**src/rtl/flash_command_sequencer_if.sv**
```systemverilog
// Command-side handshake between the CPU flash-access datapath and the
// flash command sequencer.
interface flash_command_sequencer_if;
    logic        CMD_VALID;
    logic [1:0]  CMD_OP;
    logic [18:0] CMD_ADDR;
    logic [15:0] CMD_DATA;
    logic        CMD_READY;
    logic        BUSY;
    logic        DONE;
    logic        ERR;

    modport master (
        output CMD_VALID,
        output CMD_OP,
        output CMD_ADDR,
        output CMD_DATA,
        input  CMD_READY,
        input  BUSY,
        input  DONE,
        input  ERR
    );

    modport slave (
        input  CMD_VALID,
        input  CMD_OP,
        input  CMD_ADDR,
        input  CMD_DATA,
        output CMD_READY,
        output BUSY,
        output DONE,
        output ERR
    );
endinterface

```
**src/rtl/flash_command_sequencer.sv**
```systemverilog
// JEDEC command sequencer for the x16 Kickstart flash: unlock/program/erase
// write cycles, DQ6 toggle polling, and F0 recovery on failure.
module flash_command_sequencer #(
    parameter int unsigned WE_CYCLES  = 4,
    parameter int unsigned RD_CYCLES  = 3,
    parameter logic [19:0] POLL_LIMIT = 20'hFFFFF
) (
    input  logic                            CLK,
    input  logic                            RESET,
    flash_command_sequencer_if.slave        cmd,
    output logic [18:0]                     FLASH_ADDR,
    output logic [15:0]                     FLASH_DQ_OUT,
    input  logic [15:0]                     FLASH_DQ_IN,
    output logic                            FLASH_DQ_OE,
    output logic [1:0]                      FLASH_WR_n,
    output logic [1:0]                      FLASH_RD_n
);

    localparam logic [1:0] OP_PROG   = 2'b00;
    localparam logic [1:0] OP_SERASE = 2'b01;
    localparam logic [1:0] OP_CERASE = 2'b10;
    localparam logic [1:0] OP_RESET  = 2'b11;

    localparam logic [3:0] WE_LAST = 4'(WE_CYCLES - 1);
    localparam logic [3:0] RD_LAST = 4'(RD_CYCLES - 1);

    typedef enum logic [2:0] {
        S_IDLE,
        S_W_SETUP,
        S_W_LOW,
        S_W_HOLD,
        S_R_LOW,
        S_R_GAP,
        S_FINISH
    } state_e;

    typedef enum logic [1:0] {
        PR_AGAIN,
        PR_DONE,
        PR_ABORT
    } poll_res_e;

    state_e      state_q, state_d;
    poll_res_e   res_q, res_d;
    logic [1:0]  op_q, op_d;
    logic [18:0] addr_q, addr_d;
    logic [15:0] data_q, data_d;
    logic [2:0]  step_q, step_d;
    logic [3:0]  cnt_q, cnt_d;
    logic [19:0] poll_cnt_q, poll_cnt_d;
    logic        dq6_q, dq6_d;
    logic        abort_q, abort_d;

    logic        ready_q, ready_d;
    logic        busy_q, busy_d;
    logic        done_q, done_d;
    logic        err_q, err_d;
    logic [18:0] faddr_q, faddr_d;
    logic [15:0] fdq_q, fdq_d;
    logic        oe_q, oe_d;
    logic [1:0]  wr_n_q, wr_n_d;
    logic [1:0]  rd_n_q, rd_n_d;

    logic        accept;
    logic [19:0] poll_inc;
    logic [34:0] wr_entry;
    logic [18:0] poll_addr;
    logic        unused_dq;

    assign unused_dq = ^{FLASH_DQ_IN[15:7], FLASH_DQ_IN[4:0]};

    function automatic logic [34:0] seq_entry(
        input logic [1:0]  op,
        input logic [2:0]  step,
        input logic [18:0] a,
        input logic [15:0] d
    );
        logic [34:0] e;
        e = {19'h00000, 16'h00F0};
        unique case (op)
            OP_PROG: begin
                case (step)
                    3'd0:    e = {19'h00555, 16'h00AA};
                    3'd1:    e = {19'h002AA, 16'h0055};
                    3'd2:    e = {19'h00555, 16'h00A0};
                    default: e = {a, d};
                endcase
            end
            OP_SERASE, OP_CERASE: begin
                case (step)
                    3'd0, 3'd3: e = {19'h00555, 16'h00AA};
                    3'd1, 3'd4: e = {19'h002AA, 16'h0055};
                    3'd2:       e = {19'h00555, 16'h0080};
                    default: begin
                        if (op == OP_SERASE) e = {a, 16'h0030};
                        else                 e = {19'h00555, 16'h0010};
                    end
                endcase
            end
            default: e = {19'h00000, 16'h00F0};
        endcase
        return e;
    endfunction

    function automatic logic [2:0] last_step(input logic [1:0] op);
        logic [2:0] s;
        unique case (op)
            OP_PROG:              s = 3'd3;
            OP_SERASE, OP_CERASE: s = 3'd5;
            default:              s = 3'd0;
        endcase
        return s;
    endfunction

    assign accept = cmd.CMD_VALID && ready_q;

    always_ff @(posedge CLK) begin
        if (RESET) begin
            state_q    <= S_IDLE;
            res_q      <= PR_AGAIN;
            op_q       <= 2'b00;
            addr_q     <= '0;
            data_q     <= '0;
            step_q     <= '0;
            cnt_q      <= '0;
            poll_cnt_q <= '0;
            dq6_q      <= 1'b0;
            abort_q    <= 1'b0;
            ready_q    <= 1'b1;
            busy_q     <= 1'b0;
            done_q     <= 1'b0;
            err_q      <= 1'b0;
            faddr_q    <= '0;
            fdq_q      <= '0;
            oe_q       <= 1'b0;
            wr_n_q     <= 2'b11;
            rd_n_q     <= 2'b11;
        end else begin
            state_q    <= state_d;
            res_q      <= res_d;
            op_q       <= op_d;
            addr_q     <= addr_d;
            data_q     <= data_d;
            step_q     <= step_d;
            cnt_q      <= cnt_d;
            poll_cnt_q <= poll_cnt_d;
            dq6_q      <= dq6_d;
            abort_q    <= abort_d;
            ready_q    <= ready_d;
            busy_q     <= busy_d;
            done_q     <= done_d;
            err_q      <= err_d;
            faddr_q    <= faddr_d;
            fdq_q      <= fdq_d;
            oe_q       <= oe_d;
            wr_n_q     <= wr_n_d;
            rd_n_q     <= rd_n_d;
        end
    end

    always_comb begin
        state_d    = state_q;
        res_d      = res_q;
        op_d       = op_q;
        addr_d     = addr_q;
        data_d     = data_q;
        step_d     = step_q;
        cnt_d      = cnt_q;
        poll_cnt_d = poll_cnt_q;
        dq6_d      = dq6_q;
        abort_d    = abort_q;
        poll_inc   = poll_cnt_q + 20'd1;

        unique case (state_q)
            S_IDLE, S_FINISH: begin
                state_d = S_IDLE;
                if (accept) begin
                    op_d       = cmd.CMD_OP;
                    addr_d     = cmd.CMD_ADDR;
                    data_d     = cmd.CMD_DATA;
                    step_d     = '0;
                    poll_cnt_d = '0;
                    abort_d    = 1'b0;
                    state_d    = S_W_SETUP;
                end
            end
            S_W_SETUP: begin
                cnt_d   = '0;
                state_d = S_W_LOW;
            end
            S_W_LOW: begin
                if (cnt_q == WE_LAST) state_d = S_W_HOLD;
                else                  cnt_d   = cnt_q + 4'd1;
            end
            S_W_HOLD: begin
                if (abort_q) begin
                    state_d = S_FINISH;
                end else if (step_q == last_step(op_q)) begin
                    cnt_d   = '0;
                    state_d = (op_q == OP_RESET) ? S_FINISH : S_R_LOW;
                end else begin
                    step_d  = step_q + 3'd1;
                    state_d = S_W_SETUP;
                end
            end
            S_R_LOW: begin
                if (cnt_q == RD_LAST) begin
                    state_d = S_R_GAP;
                    // First read only seeds DQ6; a match needs two reads.
                    if (poll_cnt_q == '0 ||
                        (FLASH_DQ_IN[6] != dq6_q && !FLASH_DQ_IN[5])) begin
                        dq6_d      = FLASH_DQ_IN[6];
                        poll_cnt_d = poll_inc;
                        res_d      = (poll_inc == POLL_LIMIT) ? PR_ABORT
                                                              : PR_AGAIN;
                    end else if (FLASH_DQ_IN[6] == dq6_q) begin
                        res_d = PR_DONE;
                    end else begin
                        res_d = PR_ABORT;
                    end
                end else begin
                    cnt_d = cnt_q + 4'd1;
                end
            end
            S_R_GAP: begin
                cnt_d = '0;
                unique case (res_q)
                    PR_DONE:  state_d = S_FINISH;
                    PR_ABORT: begin
                        abort_d = 1'b1;
                        state_d = S_W_SETUP;
                    end
                    default:  state_d = S_R_LOW;
                endcase
            end
            default: state_d = S_IDLE;
        endcase
    end

    assign wr_entry  = abort_d ? {19'h00000, 16'h00F0}
                               : seq_entry(op_d, step_d, addr_d, data_d);
    assign poll_addr = (op_d == OP_CERASE) ? 19'h00000 : addr_d;

    always_comb begin
        ready_d = 1'b0;
        busy_d  = 1'b1;
        done_d  = 1'b0;
        err_d   = err_q;
        faddr_d = '0;
        fdq_d   = '0;
        oe_d    = 1'b0;
        wr_n_d  = 2'b11;
        rd_n_d  = 2'b11;

        unique case (state_d)
            S_IDLE: begin
                ready_d = 1'b1;
                busy_d  = 1'b0;
            end
            S_FINISH: begin
                ready_d = 1'b1;
                busy_d  = 1'b0;
                done_d  = 1'b1;
                err_d   = abort_d;
            end
            S_W_SETUP, S_W_HOLD: begin
                faddr_d = wr_entry[34:16];
                fdq_d   = wr_entry[15:0];
                oe_d    = 1'b1;
            end
            S_W_LOW: begin
                faddr_d = wr_entry[34:16];
                fdq_d   = wr_entry[15:0];
                oe_d    = 1'b1;
                wr_n_d  = 2'b00;
            end
            S_R_LOW: begin
                faddr_d = poll_addr;
                rd_n_d  = 2'b00;
            end
            S_R_GAP: begin
                faddr_d = poll_addr;
            end
            default: begin
                ready_d = 1'b1;
                busy_d  = 1'b0;
            end
        endcase

        if (accept) err_d = 1'b0;
    end

    assign cmd.CMD_READY = ready_q;
    assign cmd.BUSY      = busy_q;
    assign cmd.DONE      = done_q;
    assign cmd.ERR       = err_q;
    assign FLASH_ADDR    = faddr_q;
    assign FLASH_DQ_OUT  = fdq_q;
    assign FLASH_DQ_OE   = oe_q;
    assign FLASH_WR_n    = wr_n_q;
    assign FLASH_RD_n    = rd_n_q;

endmodule

```
**src/flat_wrapper.sv**
```systemverilog
// flat-port wrapper written by rule: the top's interface ports become plain ports
module flash_command_sequencer_flat 
#(
    parameter int unsigned WE_CYCLES  = 4,
    parameter int unsigned RD_CYCLES  = 3,
    parameter logic [19:0] POLL_LIMIT = 20'hFFFFF
)
  (CLK, RESET, FLASH_ADDR, FLASH_DQ_OUT, FLASH_DQ_IN, FLASH_DQ_OE, FLASH_WR_n, FLASH_RD_n, cmd_CMD_VALID, cmd_CMD_OP, cmd_CMD_ADDR, cmd_CMD_DATA, cmd_CMD_READY, cmd_BUSY, cmd_DONE, cmd_ERR);
  flash_command_sequencer_if cmd_i ();
  input  logic CLK;
  input  logic RESET;
  output logic [18:0] FLASH_ADDR;
  output logic [15:0] FLASH_DQ_OUT;
  input  logic [15:0] FLASH_DQ_IN;
  output logic FLASH_DQ_OE;
  output logic [1:0] FLASH_WR_n;
  output logic [1:0] FLASH_RD_n;
  input wire logic [$bits(cmd_i.CMD_VALID)-1:0] cmd_CMD_VALID;
  input wire logic [$bits(cmd_i.CMD_OP)-1:0] cmd_CMD_OP;
  input wire logic [$bits(cmd_i.CMD_ADDR)-1:0] cmd_CMD_ADDR;
  input wire logic [$bits(cmd_i.CMD_DATA)-1:0] cmd_CMD_DATA;
  output wire logic [$bits(cmd_i.CMD_READY)-1:0] cmd_CMD_READY;
  output wire logic [$bits(cmd_i.BUSY)-1:0] cmd_BUSY;
  output wire logic [$bits(cmd_i.DONE)-1:0] cmd_DONE;
  output wire logic [$bits(cmd_i.ERR)-1:0] cmd_ERR;
  assign cmd_i.CMD_VALID = cmd_CMD_VALID;
  assign cmd_i.CMD_OP = cmd_CMD_OP;
  assign cmd_i.CMD_ADDR = cmd_CMD_ADDR;
  assign cmd_i.CMD_DATA = cmd_CMD_DATA;
  assign cmd_CMD_READY = cmd_i.CMD_READY;
  assign cmd_BUSY = cmd_i.BUSY;
  assign cmd_DONE = cmd_i.DONE;
  assign cmd_ERR = cmd_i.ERR;
  flash_command_sequencer #(.WE_CYCLES(WE_CYCLES), .RD_CYCLES(RD_CYCLES), .POLL_LIMIT(POLL_LIMIT)) u_core (.CLK(CLK), .RESET(RESET), .cmd(cmd_i), .FLASH_ADDR(FLASH_ADDR), .FLASH_DQ_OUT(FLASH_DQ_OUT), .FLASH_DQ_IN(FLASH_DQ_IN), .FLASH_DQ_OE(FLASH_DQ_OE), .FLASH_WR_n(FLASH_WR_n), .FLASH_RD_n(FLASH_RD_n));
endmodule
```
**config.mk**
```make
export PLATFORM = sky130hd
export DESIGN_NAME = flash_command_sequencer_flat
export DESIGN_NICKNAME = d
export VERILOG_FILES = /design/src/rtl/flash_command_sequencer_if.sv /design/src/rtl/flash_command_sequencer.sv /design/src/flat_wrapper.sv
export SDC_FILE = /design/constraint.sdc
export NUM_CORES = 1
export LEC_CHECK = 0
export BUFFER_PORTS_ARGS = -buffer_cell sky130_fd_sc_hd__buf_4
export CAP_MARGIN = 20
export CORE_UTILIZATION = 50
export CTS_BUF_LIST = sky130_fd_sc_hd__clkbuf_8
export DETAILED_ROUTE_END_ITERATION = 8
export PLACE_DENSITY = 0.76
export SYNTH_ARGS = -nofsm -noshare
export SYNTH_HDL_FRONTEND = slang
export SYNTH_SLANG_ARGS = --single-unit
```
**constraint.sdc**
```tcl
create_clock -name CLK -period 3.5 [get_ports CLK]
set_input_delay 0 -clock CLK [delete_from_list [all_inputs] [get_ports CLK]]
set_output_delay 0 -clock CLK [all_outputs]
set_load 0.02 [all_outputs]
```
==> qor.yml, run 1 <==
num_rows: 37
fin_util_pct: 66.27
dp_cells: 786
insertion_delay_ps: 430
synth_edf_count: 0
syn_nets: 664
p_leak_nw: 2.806
avgSynthCellArea_um2: 8.824
die_h_um: 104.5
die_area_um2: 10910
synthCells: 595
skew_ps: 11.36
rsz0062_at_grt: "no"
power_frac_clock_pct: 41.2
yosys_warnings: 0
drtPass1Iterations: 5
final_common_cell: "dfxtp_1"
ant_nets: 0
worstReg2RegStart: "u_core.state_q[1]"
async_reset_ff_share_pct: 0
fp.dieW_um: 104.5
p_seq_share_pct: 42.3
grt_overflow_total: 0
htreeDepth: 4
post_cts_resized: 0
power_mw: 3.301
yosys_most_used_dff: "dfxtp_1"
num_vias: 4782
antenna_found_initial: 0
maxCapViolCount: 0
pwr-share-comb_pct: 16.6
powerDensity_nw_per_um2: 486.9
start_kind: "flop"
cts.clk_slew.worst_paths_ps: 80
yosysUniqueCellTypes: 76
hold_path.class: "primary input to flop"
drtIter0Drc: 359
ir_drop_uv: 318.8
cp_data_required_time_ps: 3850
cts_made_buffers: 17
area_growth_pct: 29.15
gp_congestion: 0.8967
routed_wl_um: 13110
post_cts_buffers: 0
tns_ps: 0
layout.nets: 778
viasPerCell: 5.573
grt_usage_pct: 24.90
pin_count: 100
drc: 0
ys_ff_latch: 113
period_needed_ps: 3305
wl_per_cell_um: 15.28
fin_ws_ps: 194.5
slew_headroom_pct: 31.01
initial_core_util_pct: 51.31
port_buffers: 85
fin_cells: 858
status: "finished, final reports clean"
report.final.slew_viol_count: 0
grt_pass1_wl_um: 21890
grt_pass1_vias: 4681
syn_area_um2: 5250
sw_frac_of_total_pct: 28.75
cts.sinks: 113
final_cell_mix: "dfxtp_1 (113), nor2_1 (96), buf_4 (92)"
pre_cts_slack_ps: 426.0
post-route-period-util_pct: 94.44
finalSetupViolCount: 0
min-delay-start: "RESET"
p_int_mw: 2.352
power.switching_mw: 0.9493
cts_tree: "built"
cts_root_buf: "clkbuf_8"
worstMarginPinSlew_ps: 1031
worstSetupStartpoint: "u_core.state_q[1]"
dp_hpwl_um: 8316
hold_viol: 0
ys_seq_area_share_pct: 43.09
grt_max_degree: 86
drive_gt1_share_pct: 20.22
setup.worst_path.class: "flop to flop"
path_max_fanout: 13
holdBufCountCts: 40
max_freq_mhz: 302.5
cts_max_path_buffers: 2
core_um2: 10230
end_kind: "flop"
diodes: 0
worstPathArrival_ps: 3650
==> routing by layer <==
layer / track usage (%) / share of wire (%)
met5: 0 / 0
met4: 10.82 / 1.9
met2: 44.51 / 52
met1: 28.22 / 41
met3: 5.576 / 4.4
==> cells by family (layout without fill, tap and decap cells) <==
logic type	count (synthesis)	count (layout)	synth area share (%)
adder cells (fa/ha/maj)	13	13	3.098
XOR/XNOR	11	11	2.121
flip-flops	113	113	43.09
multiplexers	42	42	8.031
buffers and inverters	52	179	4.456
AND/OR/NAND/NOR	229	229	21.42
AO/OA/AOI/OAI	135	135	17.78
==> cell type report <==
cell class	count	area [µm²]
timing repair buffer	132	1091
inverter	15	56.30
multi-input combinational	430	2761
clock buffer	18	247.7
clock inverter	14	191.4
fill	790	3451
sequential	113	2262
tap	136	170.2
==> Yosys cell counts (3+ instances only) <==
cell type    n  area (µm²)
clkbuf_1    20       75.07
ha_1        13       162.7
o21ai_0     22       110.1
nor4_1       4       25.02
xor2_1       5       43.79
and2_1       6       37.54
nor3_1      20       100.1
a21oi_1     39       195.2
inv_1       15       56.30
a31oi_1      8       50.05
a41oi_1      3       26.28
o21a_1       4       30.03
nand4b_1     4       35.03
nand3b_1     7       52.55
a21o_1      15       112.6
nor3b_1      3       22.52
o31ai_1      4       30.03
mux2i_1     41       410.4
nand3_1     11       55.05
buf_2        9       45.04
nand2_1     43       161.4
nor2_1      97       364.1
nor2b_1      4       25.02
a211oi_1     9       67.56
dfxtp_1    113        2262
xnor2_1      4       35.03
nand4_1      7       43.79
nand2b_1     5       31.28
buf_4        5       37.54
==> worst paths after layout <==
| path | end | slack (ps) | cells after the start |
|---|---|---|---|
| worst max-delay path | u_core.FLASH_DQ_OUT[13] | 190 | 9 |
| worst min-delay path | u_core.op_q[1] | 140 | 2 |
| worst max register to register | u_core.FLASH_DQ_OUT[13] | 190 | 9 |
| worst min register to register | u_core.dq6_q | 470 | 2 |
==> sequential cells by signal, summed over array words and instances (netlist names) <==
register and flops:
u_core.poll_cnt_q 20, u_core.FLASH_ADDR 19, u_core.addr_q 19, u_core.FLASH_DQ_OUT 16
u_core.data_q 16, u_core.cnt_q 4, u_core.state_q 3, u_core.step_q 3
u_core.op_q 2, u_core.res_q 2, u_core.FLASH_DQ_OE 1, u_core.FLASH_RD_n 1
u_core.FLASH_WR_n 1, u_core.abort_q 1, u_core.cmd.BUSY 1, u_core.cmd.CMD_READY 1
u_core.cmd.DONE 1, u_core.cmd.ERR 1, u_core.dq6_q 1
==> through the flow <==
step                hold slack [ps]  area [µm²]
finish                        143.9        6780
floorplan                     102.2        5250
detailed placement            232.1        5941
global placement              220.1        5941
CTS                           149.7        6780
global route                  171.1        6780
==> power groups by stage <==
stage          sequential, mW  clock, mW  combinational (mW)
6_report                 1.40       1.36               0.547
5_1_grt                  1.40       1.44               0.592
4_1_cts                  1.39       1.38               0.540
3_5_place_dp             1.42          0               0.499
3_3_place_gp             1.42          0               0.485
2_1_floorplan            1.45          0               0.305
==> critical path, cell delays in order, from the launching register on <==
cell and delay [ps]:
dfxtp_1 600, xor2_1 400, nor2_4 90, mux2i_1 210, inv_1 100, ha_1 220, a211o_1 330, a2111oi_2 540
nand3_1 460, nor2_1 270
Note: power is estimated with default switching activity, not from simulation.
==> run 2: changes to the inputs <==
--- a/config.mk
+++ b/config.mk
@@ -5,12 +5,13 @@
 export SDC_FILE = /design/constraint.sdc
 export NUM_CORES = 1
 export LEC_CHECK = 0
-export BUFFER_PORTS_ARGS = -buffer_cell sky130_fd_sc_hd__buf_4
 export CAP_MARGIN = 20
 export CORE_UTILIZATION = 50
 export CTS_BUF_LIST = sky130_fd_sc_hd__clkbuf_8
+export CTS_CLUSTER_DIAMETER = 200
 export DETAILED_ROUTE_END_ITERATION = 8
-export PLACE_DENSITY = 0.76
+export DONT_BUFFER_PORTS = 1
+export PLACE_DENSITY = 0.68
 export SYNTH_ARGS = -nofsm -noshare
 export SYNTH_HDL_FRONTEND = slang
 export SYNTH_SLANG_ARGS = --single-unit
==> run 2 against run 1 <==
Effect of this change:
- clock skew rose by 0.69 ps
- final cell count decreased by 9.2%
- non-clock buffer count is 79 lower
- largest cell class unchanged
- highest routed layer unchanged
==> qor.yml, run 2 (synthesized netlist as in run 1, its figures left out) <==
finalSetupViolCount: 0  # unchanged
cts_root_buf: "clkbuf_8"
viasPerCell: 5.675  # +1.8%
core_um2: 10230  # unchanged
grt_overflow_total: 0  # unchanged
hold_path.class: "primary input to flop"
power_mw: 3.276  # -0.76%
max_freq_mhz: 316.0  # +4.4%
rr_worst_depth: 10  # +1
dp_hpwl_um: 8101  # -2.6%
worstMarginPinSlew_ps: 789.7  # -241.4 ps
num_vias: 4421  # -7.5%
cp_data_required_time_ps: 3870  # +20 ps
path_max_fanout: 11  # -2
end_kind: "flop"
min-delay-start: "cmd_CMD_VALID"
powerDensity_nw_per_um2: 524.6  # +7.7%
initial_core_util_pct: 51.31  # unchanged
pin_count: 100  # unchanged
start_kind: "flop"
drtIter0Drc: 243  # -32%
status: "finished, final reports clean"
die_area_um2: 10910  # unchanged
post-route-period-util_pct: 90.43  # -4.0 points
drc: 0  # unchanged
rsz0062_at_grt: "no"
report.final.slew_viol_count: 0  # unchanged
antenna_found_initial: 0  # unchanged
cts.clk_slew.worst_paths_ps: 80  # about the same
fin_ws_ps: 335.1  # +140.6 ps
cts_max_path_buffers: 2  # unchanged
largest_reg_flops: 20  # unchanged
period_needed_ps: 3165  # -140.6 ps
grt_pass1_vias: 4345  # -7.2%
skew_ps: 12.05  # +0.6877 ps
gp_congestion: 0.8465  # -5.6%
worstSetupStartpoint: "u_core.state_q[2]"
port_buffers: 0  # -100%
regToRegEndpoint: "u_core.FLASH_ADDR[8]"
worstReg2RegStart: "u_core.state_q[2]"
num_rows: 37  # unchanged
diodes: 0  # unchanged
area_growth_pct: 18.97
r2r_slack_ps: 340  # +140 ps
pre_cts_slack_ps: 210.5  # -215.5 ps
layout.nets: 699  # -10%
slew_headroom_pct: 47.00  # +16 points
whs_path_depth: 4  # +2
cts_made_buffers: 17  # unchanged
htreeDepth: 4  # unchanged
die_h_um: 104.5  # unchanged
largest_register: "u_core.poll_cnt_q"
grt_max_degree: 84  # -2.3%
final_common_cell: "dfxtp_1"
ir_drop_uv: 349.8  # +9.7%
grt_pass1_wl_um: 20670  # -5.6%
drive_gt1_share_pct: 10.11  # -10 points
insertion_delay_ps: 420  # about the same
ant_nets: 0  # unchanged
multi_input_area_um2: 2779  # +0.63%
drtPass1Iterations: 5  # unchanged
cts_tree: "built"
grt_usage_pct: 23.57  # -1.3 points
cts.sinks: 113  # unchanged
setup.worst_path.class: "flop to flop"
crit_end: "u_core.FLASH_ADDR[8]"
p_leak_nw: 2.416  # -14%
worstPathArrival_ps: 3540  # -110 ps
fp.dieW_um: 104.5  # unchanged
final_cell_mix: "dfxtp_1 (113), nor2_1 (96), nand2_1 (43), dlygate4sd3_1 (43), mux2i_1 (41)"
routed_wl_um: 12410  # -5.3%
tns_ps: 0  # unchanged
wl_per_cell_um: 15.94  # +4.3%
fillers: 890  # +13%
hold_viol: 0  # unchanged
maxCapViolCount: 0  # unchanged
regArea_um2: 2262  # unchanged
## run 2: timing repair
action	in CTS	in global routing
gates resized for setup	0	2
endpoints found under the hold margin	113	8
setup endpoints to repair	0	14
hold buffers	43	1
buffers inserted	0	0
## run 2: how the worst min path moves through the flow
stage	to	slack (ps)
finish	u_core.addr_q[4]	90
global route	u_core.FLASH_ADDR[2]	90
CTS	u_core.FLASH_ADDR[4]	8
detailed placement	u_core.op_q[0]	80
global placement	u_core.abort_q	80
floorplan	u_core.cmd.ERR	100
## run 2: critical path, cell delays in order, from the launching register on
cell and delay (ps):
dfxtp_1 540, xor2_1 210, nor2_4 280, mux2i_1 400, inv_1 110, ha_1 210, a211o_1 340, a2111oi_4 430
nand2_1 120, o21bai_2 310, a21o_1 160
## run 2: through the flow
stage / util (%) / hold slack [ps] / instance area [µm²] / cells
global placement: 51.90 / 78.76 / 5310 / 702
global route: 61.05 / 86.43 / 6246 / 779
floorplan: - / 102.2 / 5250 / 595
finish: 61.05 / 85.87 / 6246 / 779
CTS: 60.71 / 8.173 / 6211 / 777
detailed placement: 51.90 / 81.07 / 5310 / 702
## run 2: metal layers
layer | vias to the layer above | share of wire [%] | global-route usage, %
li1 | 2177 | - | -
met4 | 0 | 1.7 | 8.367
met5 | - | 0 | 0
met1 | 2086 | 44 | 28.94
met2 | 138 | 50 | 40.21
met3 | 20 | 5.0 | 5.451
## run 2: power breakdown
group	internal, mW	leakage [nW]	switching [mW]
clock	0.800	0.222	0.609
combinational	0.184	1.27	0.251
sequential	1.36	0.919	0.0727
## run 2: area by class of cell
| type | instances | area share, % |
|---|---|---|
| inverters | 15 | 0.9014 |
| well taps | 136 | 2.724 |
| multi-input cells | 430 | 44.49 |
| clock inverters | 15 | 3.506 |
| repair buffers | 53 | 8.413 |
| flip-flops and latches | 113 | 36.22 |
| clock buffers | 17 | 3.746 |
==> run 3: changes to the inputs <==
--- a/config.mk
+++ b/config.mk
@@ -5,6 +5,7 @@
 export SDC_FILE = /design/constraint.sdc
 export NUM_CORES = 1
 export LEC_CHECK = 0
+export ABC_AREA = 1
 export CAP_MARGIN = 20
 export CORE_UTILIZATION = 50
 export CTS_BUF_LIST = sky130_fd_sc_hd__clkbuf_8
==> run 3 against run 2 <==
Effect of this change:
- sequential share of layout area shrank 1.8 points
- setup slack gained 270 ps
- sequential cell count is the same
- critical path depth is the same
- combinational power grew 82%
- synthesized cell count grew 32%
- via count grew 13%
- clock power shrank 13%
- first-iteration DRC count grew 22%
- register-to-register slack gained 270 ps
- synthesized area grew 8.0%
- utilization shrank 1.0 points
- critical path type unchanged
- critical endpoint is now u_core.FLASH_DQ_OUT[8]
- largest power group unchanged
==> qor.yml, run 3 <==
layout.nets: 892  # +28%
maxCapViolCount: 0  # unchanged
dp_cells: 901  # +28%
fp.dieW_um: 108.5  # +3.9%
synth.area.top_cells: "dfxtp_1 (40%), nand2_1 (16%), nor2_1 (5.4%)"
cts_tree: "built"
fin_util_pct: 60.02  # -1.0 points
fin_cells: 976  # +25%
tns_ps: 0  # unchanged
grt_usage_pct: 23.88  # +0.31 points
pre_cts_slack_ps: 661.0  # +450.5 ps
die_area_um2: 11770  # +7.9%
fin_ws_ps: 605.9  # +270.8 ps
cts_root_buf: "clkbuf_8"
path_delay_family: "simple AND/OR/NAND/NOR gates"
ys_seq_area_share_pct: 39.89  # -3.2 points
final_cell_mix: "nand2_1 (240), dfxtp_1 (113), nor2_1 (81)"
hold_viol: 0  # unchanged
avgSynthCellArea_um2: 7.244  # -18%
synth_area_leader_cell: "dfxtp_1"
yosysMostFrequentCell: "nand2_1"
yosys_most_used_dff: "dfxtp_1"
worstPathArrival_ps: 3230  # -310 ps
htreeDepth: 4  # unchanged
p_leak_nw: 2.876  # +19%
placed_area_um2: 5718  # +7.7%
core_um2: 10940  # +6.9%
gp_congestion: 0.8840  # +4.4%
port_buffers: 0  # unchanged
grt_pass1_vias: 4947  # +14%
setup.worst_path.class: "flop to flop"
wl_per_cell_um: 13.06  # -18%
grt_pass1_wl_um: 21960  # +6.2%
async_reset_ff_share_pct: 0  # unchanged
cts_max_path_buffers: 2  # unchanged
post-route-period-util_pct: 82.69  # -7.7 points
final_common_cell: "nand2_1"
cp_cell_sequence: "nand2_1, inv_1, nand2_4, o21ai_0, inv_1, ha_1, or2_4, nor2_4, inv_2, nor3_1"
end_kind: "flop"
num_vias: 4982  # +13%
crit_buf_inv: 3  # +2
slew_headroom_pct: 62.10  # +15 points
synthCells: 783  # +32%
cp_slowest_stage_delay_ps: 460  # -80 ps
finalSetupViolCount: 0  # unchanged
drive_gt1_share_pct: 12.92  # +2.8 points
ys_ff_latch: 113  # unchanged
start_kind: "flop"
pin_count: 100  # unchanged
drc: 0  # unchanged
viasPerCell: 5.105  # -10%
hold_path.class: "primary input to flop"
area_growth_pct: 15.73
yosysUniqueCellTypes: 40  # -47%
synth_edf_count: 0  # unchanged
diodes: 0  # unchanged
skew_ps: 7.152  # -4.896 ps
largest_reg_flops: 20  # unchanged
grt_overflow_total: 0  # unchanged
die_h_um: 108.5  # +3.9%
num_rows: 38  # +2.7%
fillers: 965  # +8.4%
ant_nets: 0  # unchanged
report.final.slew_viol_count: 0  # unchanged
rsz0062_at_grt: "no"
status: "finished, final reports clean"
drtIter0Drc: 296  # +22%
largest_register: "u_core.poll_cnt_q"
cts_made_buffers: 17  # unchanged
cp_data_required_time_ps: 3830  # -40 ps
yosys_warnings: 0  # unchanged
initial_core_util_pct: 51.86  # +0.55 points
final_cell_area_um2: 6564  # +5.1%
synth_commonest_cells: "nand2_1 (240), dfxtp_1 (113), nor2_1 (81)"
routed_wl_um: 12750  # +2.7%
cts.sinks: 113  # unchanged
path_max_fanout: 15  # +4
drtPass1Iterations: 5  # unchanged
post_cts_resized: 0  # unchanged
antenna_found_initial: 0  # unchanged
dp_hpwl_um: 8816  # +8.8%
crit_top_cell: "inv_1"
period_needed_ps: 2894  # -270.8 ps
grt_max_degree: 62  # -26%
worst_path_max_delay_cell: "dfxtp_1"
worstMarginPinSlew_ps: 565.0  # -224.7 ps
syn_nets: 852  # +28%
syn_area_um2: 5672  # +8.0%
powerDensity_nw_per_um2: 540.0  # +2.9%
insertion_delay_ps: 430  # about the same
ir_drop_uv: 444.7  # +27%
whs_ps: 289.7  # +203.9 ps
max_freq_mhz: 345.5  # +9.4%
cts.clk_slew.worst_paths_ps: 70  # about the same
power_mw: 3.545  # +8.2%
synth_top_area_share_pct: 39.89  # -3.2 points
==> run 3: what timing repair did <==
action | CTS | global route
buffers inserted | 0 | 0
endpoints found under the hold margin | 107 | 0
hold buffers | 43 | 0
==> run 3: power breakdown <==
part	internal, mW	total, mW	switching [mW]	leakage (nW)
clock network	0.708	1.22	0.509	0.217
registers	1.41	1.54	0.124	0.920
logic	0.273	0.791	0.518	1.74
total	2.39	3.54	1.15	2.88
==> run 3: final timing paths <==
check                                               to            startpoint  slack [ps]  depth (start not counted)
worst max register to register  u_core.FLASH_DQ_OUT[8]  u_core.cmd.CMD_READY         610                         10
worst max-delay path            u_core.FLASH_DQ_OUT[8]  u_core.cmd.CMD_READY         610                         10
worst min register to register         u_core.res_q[1]       u_core.res_q[1]         480                          2
worst min-delay path                  u_core.data_q[6]       cmd_CMD_DATA[6]         290                          3
==> run 3: area by class of cell <==
class                           instances  area (µm²)  area share, %
Multi-Input combinational cell        561        2947          44.89
Sequential cell                       113        2262          34.46
Timing Repair Buffer                   45       462.9          7.053
Inverter                               85       319.1          4.861
Clock buffer                           18       247.7          3.774
Tap cell                              140       175.2          2.669
Clock inverter                         14       150.1          2.287
==> run 3: logic make-up after synthesis <==
group                      after synthesis  share of synthesized area [%]
and+or+nand+nor                        427                          34.86
xor gates and xnor gates                 6                         0.9265
buffers and inverters                  109                          8.162
adders and majority gates               13                          2.868
muxes                                   22                          3.883
DFF                                    113                          39.89
AOI/OAI and AO/OA                       93                          9.420
==> run 3: routing by layer <==
| layer | vias to the layer above | routed length (µm) | GRT usage, % |
|---|---|---|---|
| met1 | 2242 | 5363 | 26.27 |
| met2 | 146 | 6421 | 42.04 |
| met3 | 21 | 750 | 7.776 |
| met4 | 0 | 213 | 9.846 |
| met5 | - | 0 | 0 |
| li1 | 2573 | - | - |
==> run 3: tightest hold or removal path, cell delays in order <==
cell and delay [ps]:
dlygate4sd3_1 520, mux2i_1 80, nor2_1 80
